**config.mk**
```make
export PLATFORM = sky130hd
export DESIGN_NAME = hlr_bm_pipe
export DESIGN_NICKNAME = d
export VERILOG_FILES = /design/src/rtl/hlr_pkg.sv /design/src/rtl/hlr_pp_gen.sv /design/src/rtl/hlr_bm_pipe.sv
export SDC_FILE = /design/constraint.sdc
export NUM_CORES = 1
export LEC_CHECK = 0
export BUFFER_PORTS_ARGS = -buffer_cell sky130_fd_sc_hd__buf_2
export CORE_MARGIN = 5
export CORE_UTILIZATION = 30
export CTS_CLUSTER_DIAMETER = 150
export DETAILED_ROUTE_END_ITERATION = 6
export GPL_TIMING_DRIVEN = 0
export SETUP_SLACK_MARGIN = 0.15
export SYNTH_ARGS = -nofsm -noshare
export SYNTH_HDL_FRONTEND = slang
export SYNTH_HIERARCHICAL = 1
export SYNTH_SLANG_ARGS = --single-unit
```
**constraint.sdc**
```tcl
create_clock -name i_clk -period 5.7 [get_ports i_clk]
set_input_delay 1.14 -clock i_clk [delete_from_list [all_inputs] [get_ports i_clk]]
set_output_delay 1.14 -clock i_clk [all_outputs]
set_load 0.005 [all_outputs]
```
**src/rtl/hlr_pkg.sv**
```systemverilog
// Shared types and Booth digit decoders for the hybrid low-radix Booth multiplier.
package hlr_pkg;

    typedef enum logic [1:0] {
        MODE_EXACT = 2'b00,
        MODE_ABE1  = 2'b01,
        MODE_ABE2  = 2'b10
    } hlr_mode_e;

    localparam logic signed [3:0] DIG_0  = 4'sd0;
    localparam logic signed [3:0] DIG_P1 = 4'sd1;
    localparam logic signed [3:0] DIG_P2 = 4'sd2;
    localparam logic signed [3:0] DIG_P3 = 4'sd3;
    localparam logic signed [3:0] DIG_P4 = 4'sd4;
    localparam logic signed [3:0] DIG_N1 = -4'sd1;
    localparam logic signed [3:0] DIG_N2 = -4'sd2;
    localparam logic signed [3:0] DIG_N3 = -4'sd3;
    localparam logic signed [3:0] DIG_N4 = -4'sd4;

    typedef struct packed {
        logic signed [3:0] dig;
        logic              approx;
    } r8_dig_t;

    // The reserved encoding 2'b11 runs as exact.
    function automatic hlr_mode_e eff_mode(input logic [1:0] mode);
        hlr_mode_e m;
        case (mode)
            2'b01:   m = MODE_ABE1;
            2'b10:   m = MODE_ABE2;
            default: m = MODE_EXACT;
        endcase
        return m;
    endfunction

    function automatic r8_dig_t r8_digit(input logic [3:0] code, input hlr_mode_e mode);
        r8_dig_t r;
        r.dig    = DIG_0;
        r.approx = 1'b0;
        case (code)
            4'b0001, 4'b0010: r.dig = DIG_P1;
            4'b0011, 4'b0100: r.dig = DIG_P2;
            4'b0111:          r.dig = DIG_P4;
            4'b1000:          r.dig = DIG_N4;
            4'b1011, 4'b1100: r.dig = DIG_N2;
            4'b1101, 4'b1110: r.dig = DIG_N1;
            4'b0101: begin
                r.dig    = (mode == MODE_EXACT) ? DIG_P3 :
                           (mode == MODE_ABE1)  ? DIG_P4 : DIG_P2;
                r.approx = (mode != MODE_EXACT);
            end
            4'b0110: begin
                r.dig    = (mode == MODE_EXACT) ? DIG_P3 : DIG_P4;
                r.approx = (mode != MODE_EXACT);
            end
            4'b1001: begin
                r.dig    = (mode == MODE_EXACT) ? DIG_N3 : DIG_N4;
                r.approx = (mode != MODE_EXACT);
            end
            4'b1010: begin
                r.dig    = (mode == MODE_EXACT) ? DIG_N3 :
                           (mode == MODE_ABE1)  ? DIG_N4 : DIG_N2;
                r.approx = (mode != MODE_EXACT);
            end
            default: r.dig = DIG_0;
        endcase
        return r;
    endfunction

    function automatic logic signed [2:0] r4_digit(input logic [2:0] code);
        logic signed [2:0] d;
        case (code)
            3'b001, 3'b010: d = 3'sd1;
            3'b011:         d = 3'sd2;
            3'b100:         d = -3'sd2;
            3'b101, 3'b110: d = -3'sd1;
            default:        d = 3'sd0;
        endcase
        return d;
    endfunction

endpackage

```
**src/rtl/hlr_pp_gen.sv**
```systemverilog
// Combinational partial-product generator and adder: radix-8 groups in the LSBs,
// exact radix-4 groups above them, summed modulo 2^(2*WIDTH+1).
module hlr_pp_gen
    import hlr_pkg::*;
#(
    parameter int WIDTH = 8,
    parameter int N_R8  = 2
) (
    input  logic [WIDTH:0]     i_x,
    input  logic [WIDTH-1:0]   i_b,
    input  hlr_mode_e          i_mode,
    output logic [2*WIDTH-1:0] o_z,
    output logic               o_approx
);

    localparam int PW   = 2*WIDTH + 1;
    localparam int N_R4 = (WIDTH - 3*N_R8) / 2;

    if (WIDTH < 4 || N_R8 < 0 || 3*N_R8 > WIDTH || ((WIDTH - 3*N_R8) % 2) != 0) begin : g_bad_params
        $error("hlr_pp_gen: WIDTH - 3*N_R8 must be even and non-negative, WIDTH >= 4");
    end

    // Digit magnitudes are at most 4, so a shift-and-add covers every case.
    function automatic logic [PW-1:0] scale(input logic [PW-1:0] b, input logic signed [3:0] d);
        logic [3:0]    mag;
        logic [PW-1:0] m;
        mag = d[3] ? 4'(-d) : 4'(d);
        case (mag)
            4'd1:    m = b;
            4'd2:    m = b << 1;
            4'd3:    m = (b << 1) + b;
            4'd4:    m = b << 2;
            default: m = '0;
        endcase
        return d[3] ? -m : m;
    endfunction

    logic [PW-1:0]     b_ext;
    logic [PW-1:0]     sum;
    logic              approx;
    r8_dig_t           d8;
    logic signed [2:0] d4;

    always_comb begin
        b_ext  = {{(PW-WIDTH){i_b[WIDTH-1]}}, i_b};
        sum    = '0;
        approx = 1'b0;
        d8     = '0;
        d4     = '0;
        for (int k = 0; k < N_R8; k++) begin
            d8     = r8_digit(i_x[3*k +: 4], i_mode);
            sum    = sum + (scale(b_ext, d8.dig) << (3*k));
            approx = approx | d8.approx;
        end
        for (int j = 0; j < N_R4; j++) begin
            d4  = r4_digit(i_x[3*N_R8 + 2*j +: 3]);
            sum = sum + (scale(b_ext, {d4[2], d4}) << (3*N_R8 + 2*j));
        end
    end

    assign o_z      = sum[2*WIDTH-1:0];
    assign o_approx = approx;

endmodule

```
**src/rtl/hlr_bm_pipe.sv**
```systemverilog
// Two-stage valid/ready pipeline around the hybrid low-radix Booth multiplier:
// S1 holds operands and effective mode, S2 holds the product and approximation flag.
module hlr_bm_pipe
    import hlr_pkg::*;
#(
    parameter int WIDTH = 8,
    parameter int N_R8  = 2
) (
    input  logic               i_clk,
    input  logic               i_rst_n,
    input  logic               i_valid,
    output logic               o_ready,
    input  logic [WIDTH-1:0]   i_a,
    input  logic [WIDTH-1:0]   i_b,
    input  logic [1:0]         i_mode,
    output logic               o_valid,
    input  logic               i_ready,
    output logic [2*WIDTH-1:0] o_z,
    output logic               o_approx
);

    logic               v1_q, v1_d;
    logic [WIDTH-1:0]   a1_q, a1_d;
    logic [WIDTH-1:0]   b1_q, b1_d;
    hlr_mode_e          mode1_q, mode1_d;
    logic               v2_q, v2_d;
    logic [2*WIDTH-1:0] z2_q, z2_d;
    logic               apx2_q, apx2_d;

    logic               adv1, adv2, accept;
    logic [2*WIDTH-1:0] pp_z;
    logic               pp_approx;

    hlr_pp_gen #(
        .WIDTH (WIDTH),
        .N_R8  (N_R8)
    ) u_pp_gen (
        .i_x      ({a1_q, 1'b0}),
        .i_b      (b1_q),
        .i_mode   (mode1_q),
        .o_z      (pp_z),
        .o_approx (pp_approx)
    );

    always_comb begin
        adv2    = ~v2_q | i_ready;
        adv1    = ~v1_q | adv2;
        accept  = i_valid & adv1;

        v1_d    = v1_q;
        a1_d    = a1_q;
        b1_d    = b1_q;
        mode1_d = mode1_q;
        v2_d    = v2_q;
        z2_d    = z2_q;
        apx2_d  = apx2_q;

        if (adv1) begin
            v1_d = i_valid;
        end
        if (accept) begin
            a1_d    = i_a;
            b1_d    = i_b;
            mode1_d = eff_mode(i_mode);
        end
        // S2 data only moves when a real S1 result replaces it, so it holds under stall.
        if (adv2) begin
            v2_d = v1_q;
            if (v1_q) begin
                z2_d   = pp_z;
                apx2_d = pp_approx;
            end
        end
    end

    always_ff @(posedge i_clk or negedge i_rst_n) begin
        if (!i_rst_n) begin
            v1_q    <= 1'b0;
            a1_q    <= '0;
            b1_q    <= '0;
            mode1_q <= MODE_EXACT;
            v2_q    <= 1'b0;
            z2_q    <= '0;
            apx2_q  <= 1'b0;
        end else begin
            v1_q    <= v1_d;
            a1_q    <= a1_d;
            b1_q    <= b1_d;
            mode1_q <= mode1_d;
            v2_q    <= v2_d;
            z2_q    <= z2_d;
            apx2_q  <= apx2_d;
        end
    end

    assign o_ready  = adv1;
    assign o_valid  = v2_q;
    assign o_z      = z2_q;
    assign o_approx = apx2_q;

endmodule

```
# After elaboration in Yosys (flattened, before gate mapping)
# Index checks and enable logic that the tools add are counted.
dict set report word_totals {
  regBits 37
  wordCells 96
}
dict set report op_classes {
  n_addsub 9
  eq_ne 42
  muxes 21
  bitwise_logic 6
  reduce_logical 11
}
# operator n
set ops {}
lappend ops {{$pmux W16 S4} 1}
lappend ops {{$pmux W13 S4} 1}
lappend ops {{$pmux W10 S4} 1}
lappend ops {{$pmux W4 S10} 1}
lappend ops {{$add A16 B16 Y16} 2}
lappend ops {{$eq A4 B2 Y1 const B} 8}
lappend ops {{$eq A4 B3 Y1 const B} 7}
lappend ops {{$eq A4 B4 Y1 const B} 7}
lappend ops {{$pmux W4 S7} 1}
lappend ops {{$eq A3 B3 Y1 const B} 7}
lappend ops {{$mux W4} 5}
lappend ops {{$eq A4 B1 Y1 const B} 4}
lappend ops {{$mux W16} 1}
lappend ops {{$neg A16 Y16} 1}
lappend ops {{$reduce_or A2 Y1} 7}
lappend ops {{$mux W13} 1}
lappend ops {{$neg A13 Y13} 1}
lappend ops {{$eq A3 B2 Y1 const B} 4}
lappend ops {{$pmux W3 S4} 1}
lappend ops {{$add A9 B8 Y10} 1}
lappend ops {{$mux W10} 1}
lappend ops {{$neg A10 Y10} 1}
lappend ops {{$neg A4 Y4} 2}
lappend ops {{$eq A3 B1 Y1 const B} 2}
lappend ops {{14 further kinds} 21}

# Longest topological paths before layout
# Gate-level depths: netlist of the first run.
dict set report logic_depth {
  depth_word 12
  ltp_mapped 29
  ltp_nobuf 28
}

# By module
# Netlist of the first run, hierarchy kept.
# mod n_inst cells_per_inst area_per_inst_um2 seq_area_each_um2
set by_module_without_submodules {}
lappend by_module_without_submodules {hlr_pp_gen 1 427 3029.2 0.0}
lappend by_module_without_submodules {hlr_bm_pipe 1 83 1477.7 925.9}

# Worst setup path after synthesis of the first run
# OpenSTA, ideal clock, no wires.
dict set report synth_timing {
  path_type {register to register}
  startpoint {register mode1_q[0]}
  endpoint {register z2_q[15] (netlist: o_z[15])}
  setup_time_ns 0.125
  arrival_time_ns 5.668
  t_required_ns 5.575
  setup_slack_ns -0.092
  path_stages_with_launch 25
  period_less_slack_ns 5.792
  path_cell_list {dfrtp_1 > or2_1 > clkbuf_1 > a21oi_1 > inv_2 > ha_1 > nand2_1 > o22ai_1 > mux2_2 > a221o_1 > or4b_4 > o21ai_1 > xnor2_1 > fa_1 > inv_1 > ha_1 > inv_1 > o21bai_1 > a21oi_1 > nor2b_1 > nor2_1 > o211ai_1 > o211ai_1 > xnor3_1 > mux2_2}
}
dict set report synth_via {
  elab_chain_cells 12
  word_cells_on_any_way 30
}
# item line_no
set synth_lines {}
lappend synth_lines {{from (decl)} hlr_bm_pipe.sv:25} ;# hlr_mode_e mode1_q, mode1_d;
lappend synth_lines {{from (signal assigned)} hlr_bm_pipe.sv:89} ;# mode1_q <= mode1_d;
lappend synth_lines {{$eq A2 B1 Y1} n/a}
lappend synth_lines {{$mux W2 or $mux W3 (tied branches)} n/a}
lappend synth_lines {{$mux W4 (on tied branches)} n/a}
lappend synth_lines {{$pmux W4 S7 or $pmux W4 S10 (tied branches)} hlr_pkg.sv:40} ;# case (code)
lappend synth_lines {{$neg A4 Y4} hlr_pp_gen.sv:27} ;# mag = d[3] ? 4'(-d) : 4'(d);
lappend synth_lines {{$mux W4} hlr_pp_gen.sv:27}
lappend synth_lines {{$eq A4 B3 Y1, or another cell as far along} hlr_pp_gen.sv:28} ;# case (mag)
lappend synth_lines {{$pmux W16 S4 or $pmux W13 S4 (tied branches)} hlr_pp_gen.sv:28}
lappend synth_lines {{$neg A16 Y16 or $neg A13 Y13 (tied branches)} hlr_pp_gen.sv:35} ;# return d[3] ? -m : m;
lappend synth_lines {{$mux W16 or $mux W13 (tied branches)} hlr_pp_gen.sv:35}
lappend synth_lines {{$add A16 B16 Y16 *} hlr_pp_gen.sv:52} ;# sum = sum + (scale(b_ext, d8.dig) << (3*k));
lappend synth_lines {{$add A16 B16 Y16 *} hlr_pp_gen.sv:57} ;# sum = sum + (scale(b_ext, {d4[2], d4}) << (3*N_R8 + 2*j));
lappend synth_lines {{net pp_z[15]} hlr_bm_pipe.sv:31} ;# logic [2*WIDTH-1:0] pp_z;
lappend synth_lines {{to (signal assigned)} hlr_bm_pipe.sv:91} ;# z2_q <= z2_d;
lappend synth_lines {{to (decl)} hlr_bm_pipe.sv:27} ;# logic [2*WIDTH-1:0] z2_q, z2_d;
# The timed path passes the listed nets; every way through them passes the cells marked *.
# A chain may end at the register's enable or synchronous reset.

# Worst setup path after layout of the first run
dict set report layout_timing {
  startpoint {register mode1_q[1]}
  endpoint {register z2_q[15] (netlist: o_z[15])}
}
# Same word-level chain as after synthesis.

==> results_tabular.tex, run 1 <==
\begin{tabular}{lr}
\hline
Metric & Value \\
\hline
\multicolumn{2}{l}{\textbf{Status}} \\
\quad Status & finished clean \\
\multicolumn{2}{l}{\textbf{Placed design}} \\
\quad Gp weighted congestion & 0.883 \\
\quad Worst setup slack before clock tree synthesis & -0.470 ns \\
\quad Detailed Place HPWL & 9.46 mm \\
\quad Number of buffers inserted by port buffering & 40 \\
\multicolumn{2}{l}{\textbf{Yosys}} \\
\quad Post-synth ARST share & 100\% \\
\quad Mean Syn Cell Area & 8.84 sq um \\
\quad Number of enable flip-flop cells after synthesis & 0 \\
\quad Post-synthesis register bit count & 37 \\
\quad Number of instances in the synthesized netlist & 510 \\
\quad Area of the mapped netlist & between 4000 and 5000 sq um \\
\quad Part of the Yosys area used for sequential elements & 20.5\% \\
\quad Syn Nets & 571 \\
\quad Number of library cell types mapped by synthesis & 75 \\
\quad Ys flop type & sky130\_fd\_sc\_hd\_\_dfrtp\_1 \\
\quad Count of warnings emitted by yosys & 6 \\
\multicolumn{2}{l}{\textbf{Layout}} \\
\quad Area occupied by multi-input gates & between 3000 and 4000 sq um \\
\quad Post-Route Utilization & between 30\% and 40\% \\
\quad Fill count & around 1500 \\
\quad Number of nets in the final layout & 655 \\
\quad Register area & 928 sq um \\
\quad Fraction of layout instances using a drive strength above 1 & 34.5\% \\
\quad Area overhead of the layout relative to synthesis & 28.1\% \\
\quad Count of antenna diodes in the layout & 0 \\
\multicolumn{2}{l}{\textbf{STA}} \\
\quad Number of slew-limit violations in the final report & 0 \\
\quad Final clock period utilization by the worst path & 95.1\% \\
\quad Period minus WS final & 5.42 ns \\
\quad Setup-failing EPs final & 0 \\
\quad Slew at the pin closest to its max-slew limit & 0.919 ns \\
\quad Final Hold Viols & 0 \\
\quad RSZ-0062 raised after global routing & true \\
\quad Worst clock skew & 0.00520 ns \\
\quad Worst slew margin relative to its limit & 38.5\% \\
\quad Fmax & 0.184 GHz \\
\quad Final Worst Setup Slack & 0.279 ns \\
\quad Final setup TNS & 0 ns \\
\multicolumn{2}{l}{\textbf{Detailed routing}} \\
\quad Post-route ant nets & 0 \\
\quad Final wirelength & 12.5 mm \\
\quad Initial DRC Count & 305 \\
\quad WL/cell & 16.1 microns \\
\quad Via density per instance & 5.40 \\
\quad DR vias & 4199 \\
\quad DR pass1 iterations & 5 \\
\quad Remaining routing DRC violations & 0 \\
\multicolumn{2}{l}{\textbf{Floorplanning}} \\
\quad Area of the die & around 18000 sq um \\
\quad Core area & between 10000 and 15000 sq um \\
\quad Initial core utilization & 30.8\% \\
\quad IO Count & just over 40 \\
\quad Vertical extent of the die & 133 microns \\
\quad Number of core rows & 44 \\
\quad Width of the die & 133 microns \\
\multicolumn{2}{l}{\textbf{Critical path}} \\
\quad Endpoint type of the worst setup path & flop \\
\quad Register-to-Register Path Depth & 25 \\
\quad Category of the worst setup path launch point & flop \\
\quad Arrival time worst endpoint & 5.59 ns \\
\quad CP top delay family & compound AO/OA/AOI/OAI gates \\
\quad Worst reg2reg setup slack & $\sim$0.28 ns \\
\quad Count of buffering cells on the critical path with inverters included & 5 \\
\quad Delay of the slowest cell on the worst path & between 0.5 and 0.6 ns \\
\quad Crit Path Class & reg2reg \\
\quad Slowest cell on crit path & sky130\_fd\_sc\_hd\_\_or4b\_4 \\
\quad RR Startpoint & mode1\_q[1]\$\_DFFE\_PN0P\_ \\
\quad Peak fanout along the critical path & 6 \\
\quad Reg2reg end & o\_z[15]\$\_DFFE\_PN0P\_ \\
\quad Req. time, crit path & 5.87 ns \\
\multicolumn{2}{l}{\textbf{Power and ir drop}} \\
\quad Net switching share of the total power & 45.4\% \\
\quad Total power density per cell area & 756 nW/um\^{}2 \\
\quad Total Power Consumption & around 4.4 mW \\
\quad Internal power component & 2.38 mW \\
\quad Power share of the combinational group & 83.5\% \\
\quad Share of power burned in the clock network & 7.1\% \\
\quad IR Drop Worst-Case VDD & 0.000414 V \\
\quad Sequential Power Share & 9.3\% \\
\quad Leakage Power & 2.59 nW \\
\quad Switch Pwr & around 2.0 mW \\
\multicolumn{2}{l}{\textbf{Global routing}} \\
\quad Antenna violations before repair & 0 \\
\quad Wire length of the first global-routing pass & 20.1 mm \\
\quad Overall fraction of global-route tracks in use & 13.7\% \\
\quad Overflow left after global routing & 0 \\
\quad Vias in the first global route & around 4100 \\
\quad Largest net degree at the start of global routing & 38 \\
\multicolumn{2}{l}{\textbf{Hold path}} \\
\quad Depth of the worst hold-timing path & 1 \\
\quad Min-Delay Path Class & reg2reg \\
\quad Startpoint of the tightest hold check path & o\_z[5]\$\_DFFE\_PN0P\_ \\
\quad Hold Crit Endpoint & o\_z[5]\$\_DFFE\_PN0P\_ \\
\multicolumn{2}{l}{\textbf{Clock network}} \\
\quad Number of clock sinks & 37 \\
\quad Num CTS Buffers & 5 \\
\quad CTS tree & done \\
\quad Clock input transition at the sequential cells of the worst setup and hold paths & 0.06 ns \\
\quad Number of H-tree levels & 2 \\
\quad Clock tree root buffer cell & sky130\_fd\_sc\_hd\_\_clkbuf\_16 \\
\quad Clock latency on the worst-skew pair & between 0.2 and 0.3 ns \\
\quad Buffer levels on the longest clock path & 2 \\
\multicolumn{2}{l}{\textbf{Flow run}} \\
\quad Max-cap check violation count & 0 \\
\hline
\end{tabular}
## power groups by stage
| stage | Combinational, mW | Clock, mW | Sequential (mW) |
|---|---|---|---|
| floorplan | 2.36 | 0 | 0.413 |
| global placement | 2.90 | 0 | 0.409 |
| detailed placement | 2.96 | 0 | 0.413 |
| CTS | 3.35 | 0.320 | 0.408 |
| global route | 4.02 | 0.332 | 0.418 |
| finish | 3.65 | 0.311 | 0.408 |
## per-stage QoR
stage / hold WS, ns / cell area, sq um / cells
3_5_place_dp: 0.488 / 4950 / 734
2_1_floorplan: 0.479 / 4520 / 510
3_3_place_gp: 0.485 / 4950 / 734
6_report: 0.500 / 5770 / 778
4_1_cts: 0.503 / 5430 / 761
5_1_grt: 0.517 / 5770 / 778
## timing repair
action                     in CTS  in global routing
gates cloned                    0                  1
hold endpoints to repair        0                  0
hold buffers                    0                  0
setup endpoints to repair       6                  5
pin swaps                      18                 43
buffers inserted               20                 16
resized for setup              34                 52
## layout by cell type, fill, tap and decap left out, drive strengths merged, types with 18 or more instances in the layout
| cell | instances |
|---|---|
| ha | 28 |
| clkbuf | 18 |
| buf | 91 |
| a21oi | 27 |
| xor2 | 20 |
| inv | 35 |
| mux2 | 42 |
| xnor2 | 28 |
| nand2 | 44 |
| dfrtp | 37 |
| nor2 | 29 |
| o21ai | 28 |
## worst max path at each step
stage / to / depth (start not counted) / start
after floorplan: o_z[15]$_DFFE_PN0P_ / 24 / mode1_q[0]$_DFFE_PN0P_
after detailed placement: o_z[15]$_DFFE_PN0P_ / 20 / mode1_q[0]$_DFFE_PN0P_
after CTS: o_z[15]$_DFFE_PN0P_ / 25 / a1_q[0]$_DFFE_PN0P_
after global routing: o_z[14]$_DFFE_PN0P_ / 26 / a1_q[4]$_DFFE_PN0P_
final: o_z[15]$_DFFE_PN0P_ / 25 / mode1_q[1]$_DFFE_PN0P_
after global placement: o_z[15]$_DFFE_PN0P_ / 24 / mode1_q[0]$_DFFE_PN0P_
## flip-flops by register name (all words and copies together), names as in the netlist
signal and cells:
o_z 16, o_valid 1, v1_q 1, mode1_q 2, a1_q 8, b1_q 8, o_approx 1
## worst reg2reg max path, cell delays in order (launching register included)
cell and delay [ns]:
sky130_fd_sc_hd__dfrtp_1 0.41, sky130_fd_sc_hd__or2_1 0.22, sky130_fd_sc_hd__buf_4 0.16, sky130_fd_sc_hd__a21oi_4 0.15
sky130_fd_sc_hd__inv_2 0.05, sky130_fd_sc_hd__ha_1 0.28, sky130_fd_sc_hd__nand2_2 0.06, sky130_fd_sc_hd__o22ai_4 0.21
sky130_fd_sc_hd__buf_6 0.16, sky130_fd_sc_hd__mux2_4 0.29, sky130_fd_sc_hd__a221o_1 0.32, sky130_fd_sc_hd__or4b_4 0.57
sky130_fd_sc_hd__o21ai_4 0.16, sky130_fd_sc_hd__xnor2_2 0.10, sky130_fd_sc_hd__fa_1 0.54, sky130_fd_sc_hd__inv_1 0.07
sky130_fd_sc_hd__ha_4 0.28, sky130_fd_sc_hd__inv_1 0.04, sky130_fd_sc_hd__o21bai_1 0.16, sky130_fd_sc_hd__a21oi_2 0.09
sky130_fd_sc_hd__nor2b_1 0.13, sky130_fd_sc_hd__nor2_2 0.06, sky130_fd_sc_hd__o211ai_1 0.18, sky130_fd_sc_hd__o211ai_1 0.13
sky130_fd_sc_hd__xnor3_1 0.21, sky130_fd_sc_hd__mux2_2 0.27
## cell families (layout without fill, tap and decap cells)
logic type                 Yosys count  count (layout)  synth area share (%)
AOI/OAI and AO/OA                  137             137                  22.0
buffers and inverters               62             146                  6.16
DFF                                 37              37                  20.5
xor gates and xnor gates            49              49                  9.83
and+or+nand+nor                    142             142                  17.2
adders and majority gates           39              39                  12.7
muxes                               43              43                  11.5
other                                1               1                0.0832
## cells in the mapped netlist, types with 6 or more instances
library cell / count / share of area, %
sky130_fd_sc_hd__dfrtp_1: 37 / 21
sky130_fd_sc_hd__nor3_1: 9 / 1.0
sky130_fd_sc_hd__a222oi_1: 10 / 2.2
sky130_fd_sc_hd__mux2_2: 31 / 7.7
sky130_fd_sc_hd__and3_1: 9 / 1.2
sky130_fd_sc_hd__mux2_4: 10 / 3.3
sky130_fd_sc_hd__o21a_1: 6 / 1.0
sky130_fd_sc_hd__and2_1: 7 / 0.97
sky130_fd_sc_hd__o211ai_1: 8 / 1.3
sky130_fd_sc_hd__xor2_1: 20 / 3.9
sky130_fd_sc_hd__nor2b_1: 6 / 0.83
sky130_fd_sc_hd__a21o_1: 6 / 1.0
sky130_fd_sc_hd__nand3_1: 10 / 1.1
sky130_fd_sc_hd__xnor2_1: 28 / 5.4
sky130_fd_sc_hd__nand2_1: 42 / 3.5
sky130_fd_sc_hd__a21oi_1: 27 / 3.0
sky130_fd_sc_hd__o21ai_0: 23 / 2.6
sky130_fd_sc_hd__clkbuf_1: 13 / 1.1
sky130_fd_sc_hd__nor2_1: 28 / 2.3
sky130_fd_sc_hd__inv_1: 33 / 2.7
sky130_fd_sc_hd__fa_1: 11 / 4.9
sky130_fd_sc_hd__ha_1: 28 / 7.8
## routing by layer
metal / share of wire (%) / up-vias / GRT usage [%]
met5: 0 / - / 0
met4: 3.5 / 0 / 5.66
met3: 3.4 / 28 / 1.94
met2: 50 / 97 / 24.6
met1: 43 / 2057 / 16.2
li1: - / 2017 / -
## layout make-up
| class | count | area share, % |
|---|---|---|
| Buffer | 27 | 2.93 |
| Tap cell | 184 | 3.99 |
| Timing Repair Buffer | 77 | 8.56 |
| Clock buffer | 5 | 2.17 |
| Sequential cell | 37 | 16.1 |
| Clock inverter | 2 | 0.607 |
| Inverter | 35 | 2.28 |
| Multi-Input combinational cell | 411 | 63.4 |
No activity file was read; power rests on OpenSTA's default activity.
==> inputs of run 2 (changes only) <==
- CORE_UTILIZATION: 30 -> 56
- PLACE_DENSITY: not set -> 0.79
==> results_tabular.tex, run 2 (synthesis gave the netlist of run 1 again) <==
\begin{tabular}{lr}
\hline
Metric & Value \\
\hline
\multicolumn{2}{l}{\textbf{Clock network}} \\
\quad Number of clock sinks & 37 (unchanged) \\
\quad CTS tree & done (unchanged) \\
\quad Count of hold-fix buffers inserted at cts & 0 (unchanged) \\
\quad Buffer levels on the longest clock path & 2 (unchanged) \\
\quad Num CTS Buffers & 5 (unchanged) \\
\quad Clock tree root buffer cell & sky130\_fd\_sc\_hd\_\_clkbuf\_8 (was sky130\_fd\_sc\_hd\_\_clkbuf\_16) \\
\quad Clock input transition at the sequential cells of the worst setup and hold paths & 0.09 ns (was 0.06 ns) \\
\quad Clock latency on the worst-skew pair & 0.29 ns (was 0.28 ns) \\
\quad Number of H-tree levels & 2 (unchanged) \\
\multicolumn{2}{l}{\textbf{Layout}} \\
\quad Max FFs per register & 16 (unchanged) \\
\quad Fraction of layout instances using a drive strength above 1 & 35.1\% (was 34.5\%) \\
\quad Most common library cell in the layout ignoring fill and taps & sky130\_fd\_sc\_hd\_\_buf\_2 (unchanged) \\
\quad Area overhead of the layout relative to synthesis & 24.5\% (was 28.1\%) \\
\quad Most frequent cells in the layout & sky130\_fd\_sc\_hd\_\_buf\_2 (43), sky130\_fd\_sc\_hd\_\_nand2\_1 (41), sky130\_fd\_sc\_hd\_\_dfrtp\_1 (36), sky130\_fd\_sc\_hd\_\_buf\_4 (36), sky130\_fd\_sc\_hd\_\_inv\_1 (31) (was sky130\_fd\_sc\_hd\_\_buf\_2 (44), sky130\_fd\_sc\_hd\_\_nand2\_1 (41), sky130\_fd\_sc\_hd\_\_dfrtp\_1 (35)) \\
\quad Count of antenna diodes in the layout & 0 (unchanged) \\
\quad Final Instance Count excl. Fillers & 695 (was 778) \\
\quad Fill count & 583 (was 1479) \\
\quad Number of nets in the final layout & 653 (was 655) \\
\multicolumn{2}{l}{\textbf{STA}} \\
\quad Number of slew-limit violations in the final report & 0 (unchanged) \\
\quad Slew at the pin closest to its max-slew limit & 1.10 ns (was 0.919 ns) \\
\quad Final Hold Viols & 0 (unchanged) \\
\quad Final Worst Setup Slack & 0.145 ns (was 0.279 ns) \\
\quad Final clock period utilization by the worst path & 97.5\% (was 95.1\%) \\
\quad Setup-failing EPs final & 0 (unchanged) \\
\quad Worst slew margin relative to its limit & 26.6\% (was 38.5\%) \\
\quad Worst clock skew & 0.00628 ns (was 0.00520 ns) \\
\quad Period minus WS final & 5.56 ns (was 5.42 ns) \\
\quad RSZ-0062 raised after global routing & true (unchanged) \\
\quad Fmax & 0.180 GHz (was 0.184 GHz) \\
\multicolumn{2}{l}{\textbf{Detailed routing}} \\
\quad DR pass1 iterations & 6 (was 5) \\
\quad Topmost layer with routed signal wires & met4 (unchanged) \\
\quad WL/cell & 17.8 microns (was 16.1 microns) \\
\quad DR vias & 4339 (was 4199) \\
\quad Final wirelength & 12.4 mm (was 12.5 mm) \\
\quad Via density per instance & 6.24 (was 5.40) \\
\quad Remaining routing DRC violations & 0 (unchanged) \\
\quad Initial DRC Count & 566 (was 305) \\
\quad Wl on met1 & 5.08 mm (was 5.39 mm) \\
\quad Routed met2 length & 5.90 mm (was 6.23 mm) \\
\quad Wire length on met3 & 943 microns (was 425 microns) \\
\quad Post-route ant nets & 0 (unchanged) \\
\multicolumn{2}{l}{\textbf{Critical path}} \\
\quad Slowest cell on crit path & sky130\_fd\_sc\_hd\_\_or4b\_4 (unchanged) \\
\quad Req. time, crit path & 5.89 ns (was 5.87 ns) \\
\quad Peak fanout along the critical path & 6 (unchanged) \\
\quad Crit Path Class & reg2reg (unchanged) \\
\quad Arrival time worst endpoint & 5.74 ns (was 5.59 ns) \\
\quad Category of the worst setup path launch point & flop (unchanged) \\
\quad Ordered cell list for the critical path & ha\_1 > fa\_1 > a211oi\_2 > nor2\_1 > xor2\_1 > mux2\_4 > a221o\_1 > or4b\_4 > o21ai\_4 > xnor2\_2 > fa\_1 > inv\_2 > ha\_4 > inv\_4 > o21bai\_4 > a21oi\_2 > nor2b\_1 > nor2\_2 > o211ai\_1 > o211ai\_1 > xnor3\_2 > mux2\_4 \\
\quad CP top delay family & adder cells (was compound AO/OA/AOI/OAI gates) \\
\quad Delay of the slowest cell on the worst path & 0.59 ns (was 0.57 ns) \\
\quad Count of buffering cells on the critical path with inverters included & 2 (was 5) \\
\quad Endpoint type of the worst setup path & flop (unchanged) \\
\multicolumn{2}{l}{\textbf{Global routing}} \\
\quad Overflow left after global routing & 0 (unchanged) \\
\quad Largest net degree at the start of global routing & 38 (unchanged) \\
\quad Wire length of the first global-routing pass & 19.4 mm (was 20.1 mm) \\
\quad Vias in the first global route & 4133 (was 4126) \\
\quad Overall fraction of global-route tracks in use & 23.5\% (was 13.7\%) \\
\quad Antenna violations before repair & 0 (unchanged) \\
\multicolumn{2}{l}{\textbf{Placed design}} \\
\quad Number of buffers inserted by port buffering & 40 (unchanged) \\
\quad Gp weighted congestion & 0.930 (was 0.883) \\
\quad Worst setup slack before clock tree synthesis & -0.578 ns (was -0.470 ns) \\
\quad Cells after DPL & 652 (was 734) \\
\quad Detailed Place HPWL & 8.55 mm (was 9.46 mm) \\
\multicolumn{2}{l}{\textbf{Floorplanning}} \\
\quad Vertical extent of the die & 99.7 microns (was 133 microns) \\
\quad IO Count & 41 (unchanged) \\
\quad Area of the die & 9940 sq um (was 17600 sq um) \\
\quad Width of the die & 99.7 microns (was 133 microns) \\
\quad Initial core utilization & 58.0\% (was 30.8\%) \\
\quad Number of core rows & 32 (was 44) \\
\quad Core area & 7770 sq um (was 14600 sq um) \\
\multicolumn{2}{l}{\textbf{Status}} \\
\quad Status & finished clean (unchanged) \\
\multicolumn{2}{l}{\textbf{Flow run}} \\
\quad Max-cap check violation count & 0 (unchanged) \\
\multicolumn{2}{l}{\textbf{Hold path}} \\
\quad Min-Delay Path Class & reg2reg (unchanged) \\
\hline
\end{tabular}
-- run 2: changes by cell type in the layout (fill, tap and decap cells not counted), moves of 2 or more --
cell,previous run,this run
sky130_fd_sc_hd__buf_4,32,36
sky130_fd_sc_hd__clkbuf_16,5,0
sky130_fd_sc_hd__o21ai_0,21,19
sky130_fd_sc_hd__inv_1,33,31
sky130_fd_sc_hd__clkbuf_8,0,5
sky130_fd_sc_hd__a21oi_2,11,9
sky130_fd_sc_hd__buf_6,10,6
-- run 2: what timing repair did --
action	in CTS	in global routing
setup endpoints to repair	6	5
pin swaps	14	39
gates resized for setup	37	53
buffers inserted	18	17
-- run 2: final cells by class --
class / instances / area (sq um) / area share (%)
clock inverter: 3 / 46.3 / 0.825
sequential: 37 / 927 / 16.5
buffer: 27 / 170 / 3.03
timing repair buffer: 75 / 467 / 8.32
multi-input combinational: 411 / 3670 / 65.4
clock buffer: 5 / 68.8 / 1.23
inverter: 35 / 134 / 2.39
tap: 102 / 128 / 2.28
-- run 2: per-stage QoR --
step / area [sq um] / setup TNS, ns / util, % / hold WS [ns]
final: 5610 / 0 / 72.2 / 0.505
after floorplan: 4520 / 0 / - / 0.479
after global placement: 4850 / -1.14 / 62.4 / 0.482
after CTS: 5270 / 0 / 67.8 / 0.506
after detailed placement: 4850 / -1.45 / 62.4 / 0.487
after global routing: 5610 / 0 / 72.2 / 0.513
-- run 2: path summary, 6_finish.rpt --
| path | startpoint | endpoint | slack (ns) | depth (start not counted) |
|---|---|---|---|---|
| hold reg to reg | o_z[9]$_DFFE_PN0P_ | o_z[9]$_DFFE_PN0P_ | 0.51 | 1 |
| hold / removal | o_z[9]$_DFFE_PN0P_ | o_z[9]$_DFFE_PN0P_ | 0.51 | 1 |
| setup reg to reg | b1_q[1]$_DFFE_PN0P_ | o_z[15]$_DFFE_PN0P_ | 0.14 | 22 |
| min in group asynchronous | i_rst_n | mode1_q[1]$_DFFE_PN0P_ | 0.94 | 1 |
| max in group asynchronous | i_rst_n | b1_q[1]$_DFFE_PN0P_ | 4.19 | 1 |
| setup / recovery | b1_q[1]$_DFFE_PN0P_ | o_z[15]$_DFFE_PN0P_ | 0.14 | 22 |
-- run 2: routing by layer --
metal  vias to the layer above  track usage [%]
met4                         0             7.88
li1                       2018                -
met2                       208             40.1
met5                         -                0
met3                        43             3.09
met1                      2070             30.6
-- run 2: worst register-to-register path, stage by stage, from the launching register on --
cell                       delay (ns)
sky130_fd_sc_hd__dfrtp_2         0.46
sky130_fd_sc_hd__ha_1            0.23
sky130_fd_sc_hd__fa_1            0.42
sky130_fd_sc_hd__a211oi_2        0.25
sky130_fd_sc_hd__nor2_1          0.09
sky130_fd_sc_hd__xor2_1          0.21
sky130_fd_sc_hd__mux2_4          0.30
sky130_fd_sc_hd__a221o_1         0.36
sky130_fd_sc_hd__or4b_4          0.59
sky130_fd_sc_hd__o21ai_4         0.18
sky130_fd_sc_hd__xnor2_2         0.09
sky130_fd_sc_hd__fa_1            0.54
sky130_fd_sc_hd__inv_2           0.05
sky130_fd_sc_hd__ha_4            0.29
sky130_fd_sc_hd__inv_4           0.04
sky130_fd_sc_hd__o21bai_4        0.15
sky130_fd_sc_hd__a21oi_2         0.08
sky130_fd_sc_hd__nor2b_1         0.15
sky130_fd_sc_hd__nor2_2          0.08
sky130_fd_sc_hd__o211ai_1        0.17
sky130_fd_sc_hd__o211ai_1        0.13
sky130_fd_sc_hd__xnor3_2         0.29
sky130_fd_sc_hd__mux2_4          0.29
Power of run 2 is left out: the tool's default activity adds up to more than one toggle a clock period on the data nets, which glitch-free logic cannot reach.
==> inputs of run 3 (changes only) <==
- CORE_MARGIN: 5 -> not set
==> results_tabular.tex, run 3 (synthesis gave the netlist of run 1 again) <==
\begin{tabular}{lr}
\hline
Metric & Value \\
\hline
\multicolumn{2}{l}{\textbf{Status}} \\
\quad Status & finished clean (unchanged) \\
\multicolumn{2}{l}{\textbf{Layout}} \\
\quad Post-route cell area & 5500 sq um (was 5610 sq um) \\
\quad Count of antenna diodes in the layout & 0 (unchanged) \\
\quad Max FFs per register & 16 (unchanged) \\
\quad Area overhead of the layout relative to synthesis & 22.0\% (was 24.5\%) \\
\quad Fill count & 621 (was 583) \\
\quad Fraction of layout instances using a drive strength above 1 & 33.2\% (was 35.1\%) \\
\quad Most frequent cells in the layout & sky130\_fd\_sc\_hd\_\_buf\_2 (44), sky130\_fd\_sc\_hd\_\_nand2\_1 (41), sky130\_fd\_sc\_hd\_\_dfrtp\_1 (37) (was sky130\_fd\_sc\_hd\_\_buf\_2 (43), sky130\_fd\_sc\_hd\_\_nand2\_1 (41), sky130\_fd\_sc\_hd\_\_dfrtp\_1 (36), sky130\_fd\_sc\_hd\_\_buf\_4 (36), sky130\_fd\_sc\_hd\_\_inv\_1 (31)) \\
\quad Final Instance Count excl. Fillers & 689 (was 695) \\
\quad Most common library cell in the layout ignoring fill and taps & sky130\_fd\_sc\_hd\_\_buf\_2 (unchanged) \\
\quad Number of nets in the final layout & 647 (was 653) \\
\multicolumn{2}{l}{\textbf{Hold path}} \\
\quad Min-Delay Path Class & reg2reg (unchanged) \\
\quad Hold Crit Endpoint & o\_z[13]\$\_DFFE\_PN0P\_ (was o\_z[9]\$\_DFFE\_PN0P\_) \\
\quad Startpoint of the tightest hold check path & o\_z[13]\$\_DFFE\_PN0P\_ (was o\_z[9]\$\_DFFE\_PN0P\_) \\
\quad Depth of the worst hold-timing path & 1 (unchanged) \\
\multicolumn{2}{l}{\textbf{Critical path}} \\
\quad Arrival time worst endpoint & 5.73 ns (was 5.74 ns) \\
\quad Library cell appearing most often on the critical path & sky130\_fd\_sc\_hd\_\_a21oi\_2 \\
\quad Endpoint type of the worst setup path & flop (unchanged) \\
\quad Ordered cell list for the critical path & buf\_4 > xor2\_1 > a21oi\_2 > inv\_2 > ha\_1 > nand2\_2 > o22ai\_4 > mux2\_4 > a221o\_1 > buf\_4 > nor3\_4 > a21oi\_1 > xnor2\_1 > fa\_1 > ha\_4 > a21oi\_2 > o21bai\_1 > a21oi\_2 > nor2b\_1 > nor2\_2 > o211ai\_1 > o211ai\_1 > xnor3\_2 > mux2\_4 (was ha\_1 > fa\_1 > a211oi\_2 > nor2\_1 > xor2\_1 > mux2\_4 > a221o\_1 > or4b\_4 > o21ai\_4 > xnor2\_2 > fa\_1 > inv\_2 > ha\_4 > inv\_4 > o21bai\_4 > a21oi\_2 > nor2b\_1 > nor2\_2 > o211ai\_1 > o211ai\_1 > xnor3\_2 > mux2\_4) \\
\quad Req. time, crit path & 5.89 ns (about the same) \\
\quad Crit Path Class & reg2reg (unchanged) \\
\quad Register-to-Register Path Depth & 24 (was 22) \\
\quad Worst reg2reg setup slack & 0.16 ns (was 0.14 ns) \\
\quad Peak fanout along the critical path & 10 (was 6) \\
\quad Category of the worst setup path launch point & flop (unchanged) \\
\quad RR Startpoint & a1\_q[1]\$\_DFFE\_PN0P\_ (was b1\_q[1]\$\_DFFE\_PN0P\_) \\
\quad Reg2reg end & o\_z[15]\$\_DFFE\_PN0P\_ (unchanged) \\
\quad Slowest cell on crit path & sky130\_fd\_sc\_hd\_\_fa\_1 (was sky130\_fd\_sc\_hd\_\_or4b\_4) \\
\quad Delay of the slowest cell on the worst path & 0.51 ns (was 0.59 ns) \\
\multicolumn{2}{l}{\textbf{Detailed routing}} \\
\quad Post-route ant nets & 0 (unchanged) \\
\quad DR pass1 iterations & 6 (unchanged) \\
\quad WL/cell & 17.0 microns (was 17.8 microns) \\
\quad Remaining routing DRC violations & 0 (unchanged) \\
\quad Initial DRC Count & 326 (was 566) \\
\quad Final wirelength & 11.7 mm (was 12.4 mm) \\
\quad DR vias & 4264 (was 4339) \\
\quad Via density per instance & 6.19 (was 6.24) \\
\multicolumn{2}{l}{\textbf{Placed design}} \\
\quad Number of buffers inserted by port buffering & 40 (unchanged) \\
\quad Gp weighted congestion & 0.914 (was 0.930) \\
\quad Detailed Place HPWL & 8.55 mm (about the same) \\
\quad Cell area after placement & 4850 sq um (unchanged) \\
\quad Cells after DPL & 652 (unchanged) \\
\multicolumn{2}{l}{\textbf{STA}} \\
\quad Number of slew-limit violations in the final report & 0 (unchanged) \\
\quad RSZ-0062 raised after global routing & true (unchanged) \\
\quad Slew at the pin closest to its max-slew limit & 1.06 ns (was 1.10 ns) \\
\quad Worst slew margin relative to its limit & 29.1\% (was 26.6\%) \\
\quad Worst clock skew & 0.00970 ns (was 0.00628 ns) \\
\quad Setup-failing EPs final & 0 (unchanged) \\
\quad Final-layout worst hold slack & 0.507 ns (was 0.505 ns) \\
\quad Fmax & 0.181 GHz (was 0.180 GHz) \\
\quad Final Hold Viols & 0 (unchanged) \\
\quad Final clock period utilization by the worst path & 97.2\% (was 97.5\%) \\
\quad Period minus WS final & 5.54 ns (was 5.56 ns) \\
\quad Final setup TNS & 0 ns (unchanged) \\
\multicolumn{2}{l}{\textbf{Floorplanning}} \\
\quad Vertical extent of the die & 91.7 microns (was 99.7 microns) \\
\quad Initial core utilization & 58.0\% (unchanged) \\
\quad Area of the die & 8410 sq um (was 9940 sq um) \\
\quad Number of core rows & 32 (unchanged) \\
\quad Width of the die & 91.7 microns (was 99.7 microns) \\
\quad Core area & 7770 sq um (unchanged) \\
\quad IO Count & 41 (unchanged) \\
\multicolumn{2}{l}{\textbf{Global routing}} \\
\quad Wire length of the first global-routing pass & 18.8 mm (was 19.4 mm) \\
\quad Vias in the first global route & 4126 (was 4133) \\
\quad Overall fraction of global-route tracks in use & 27.9\% (was 23.5\%) \\
\quad Antenna violations before repair & 0 (unchanged) \\
\quad Largest net degree at the start of global routing & 38 (unchanged) \\
\quad Overflow left after global routing & 0 (unchanged) \\
\multicolumn{2}{l}{\textbf{Clock network}} \\
\quad CTS tree & done (unchanged) \\
\quad Count of hold-fix buffers inserted at cts & 0 (unchanged) \\
\quad Clock tree root buffer cell & sky130\_fd\_sc\_hd\_\_clkbuf\_8 (unchanged) \\
\quad Clock input transition at the sequential cells of the worst setup and hold paths & 0.09 ns (about the same) \\
\quad Number of clock sinks & 37 (unchanged) \\
\quad Clock latency on the worst-skew pair & 0.30 ns (was 0.29 ns) \\
\quad Buffer levels on the longest clock path & 2 (unchanged) \\
\quad Number of H-tree levels & 2 (unchanged) \\
\quad Num CTS Buffers & 5 (unchanged) \\
\multicolumn{2}{l}{\textbf{Flow run}} \\
\quad Max-cap check violation count & 0 (unchanged) \\
\hline
\end{tabular}
-- run 3: worst max-delay path: cells and delay by family (launching register included) --
family | cells | cell delay, ns
buffers and inverters | 3 | 0.42
flip-flops | 1 | 0.41
multiplexers | 2 | 0.62
adder cells (fa/ha/maj) | 3 | 1.08
AND/OR/NAND/NOR | 4 | 0.50
XOR/XNOR | 3 | 0.77
AO/OA/AOI/OAI | 9 | 1.62
-- run 3: through the flow --
step | setup slack, ns | util, %
final | 0.161 | 70.8
after global routing | -0.105 | 70.8
after CTS | 0.157 | 67.6
after detailed placement | -0.582 | 62.4
after global placement | -0.484 | 62.4
after floorplan | 0.157 | -
-- run 3: final cells by class --
cell class	instances	area, sq um	share of cell area, %
multi-input combinational	411	3590	65.3
buffer	27	164	2.98
clock buffer	5	68.8	1.25
tap	102	128	2.32
clock inverter	3	68.8	1.25
timing repair buffer	69	422	7.67
sequential	37	926	16.8
inverter	35	131	2.39
-- run 3: timing repair --
item                                   4_1_cts  5_1_grt
setup endpoints to repair                    6        5
buffers inserted                            16       13
gates resized for setup                     33       41
pin swaps                                   13       37
endpoints found under the hold margin        0        0
-- run 3: how the worst max path moves through the flow --
stage                                     end              startpoint  slack [ns]
after floorplan           o_z[15]$_DFFE_PN0P_  mode1_q[0]$_DFFE_PN0P_        0.16
after global placement    o_z[15]$_DFFE_PN0P_  mode1_q[0]$_DFFE_PN0P_       -0.48
after detailed placement  o_z[15]$_DFFE_PN0P_  mode1_q[0]$_DFFE_PN0P_       -0.58
after CTS                 o_z[15]$_DFFE_PN0P_     a1_q[0]$_DFFE_PN0P_        0.16
after global routing      o_z[15]$_DFFE_PN0P_     a1_q[0]$_DFFE_PN0P_       -0.11
final                     o_z[15]$_DFFE_PN0P_     a1_q[1]$_DFFE_PN0P_        0.16
-- run 3: layer usage --
| layer | global-route usage [%] | share of wire (%) | wire length, microns | vias to the layer above |
|---|---|---|---|---|
| met5 | 0 | 0 | 0 | - |
| met4 | 14.2 | 3.3 | 385 | 0 |
| met3 | 4.64 | 5.1 | 601 | 30 |
| met2 | 47.4 | 48 | 5680 | 148 |
| met1 | 34.0 | 43 | 5070 | 2086 |
| li1 | - | - | - | 2000 |
Power of run 3 is left out for the same reason.
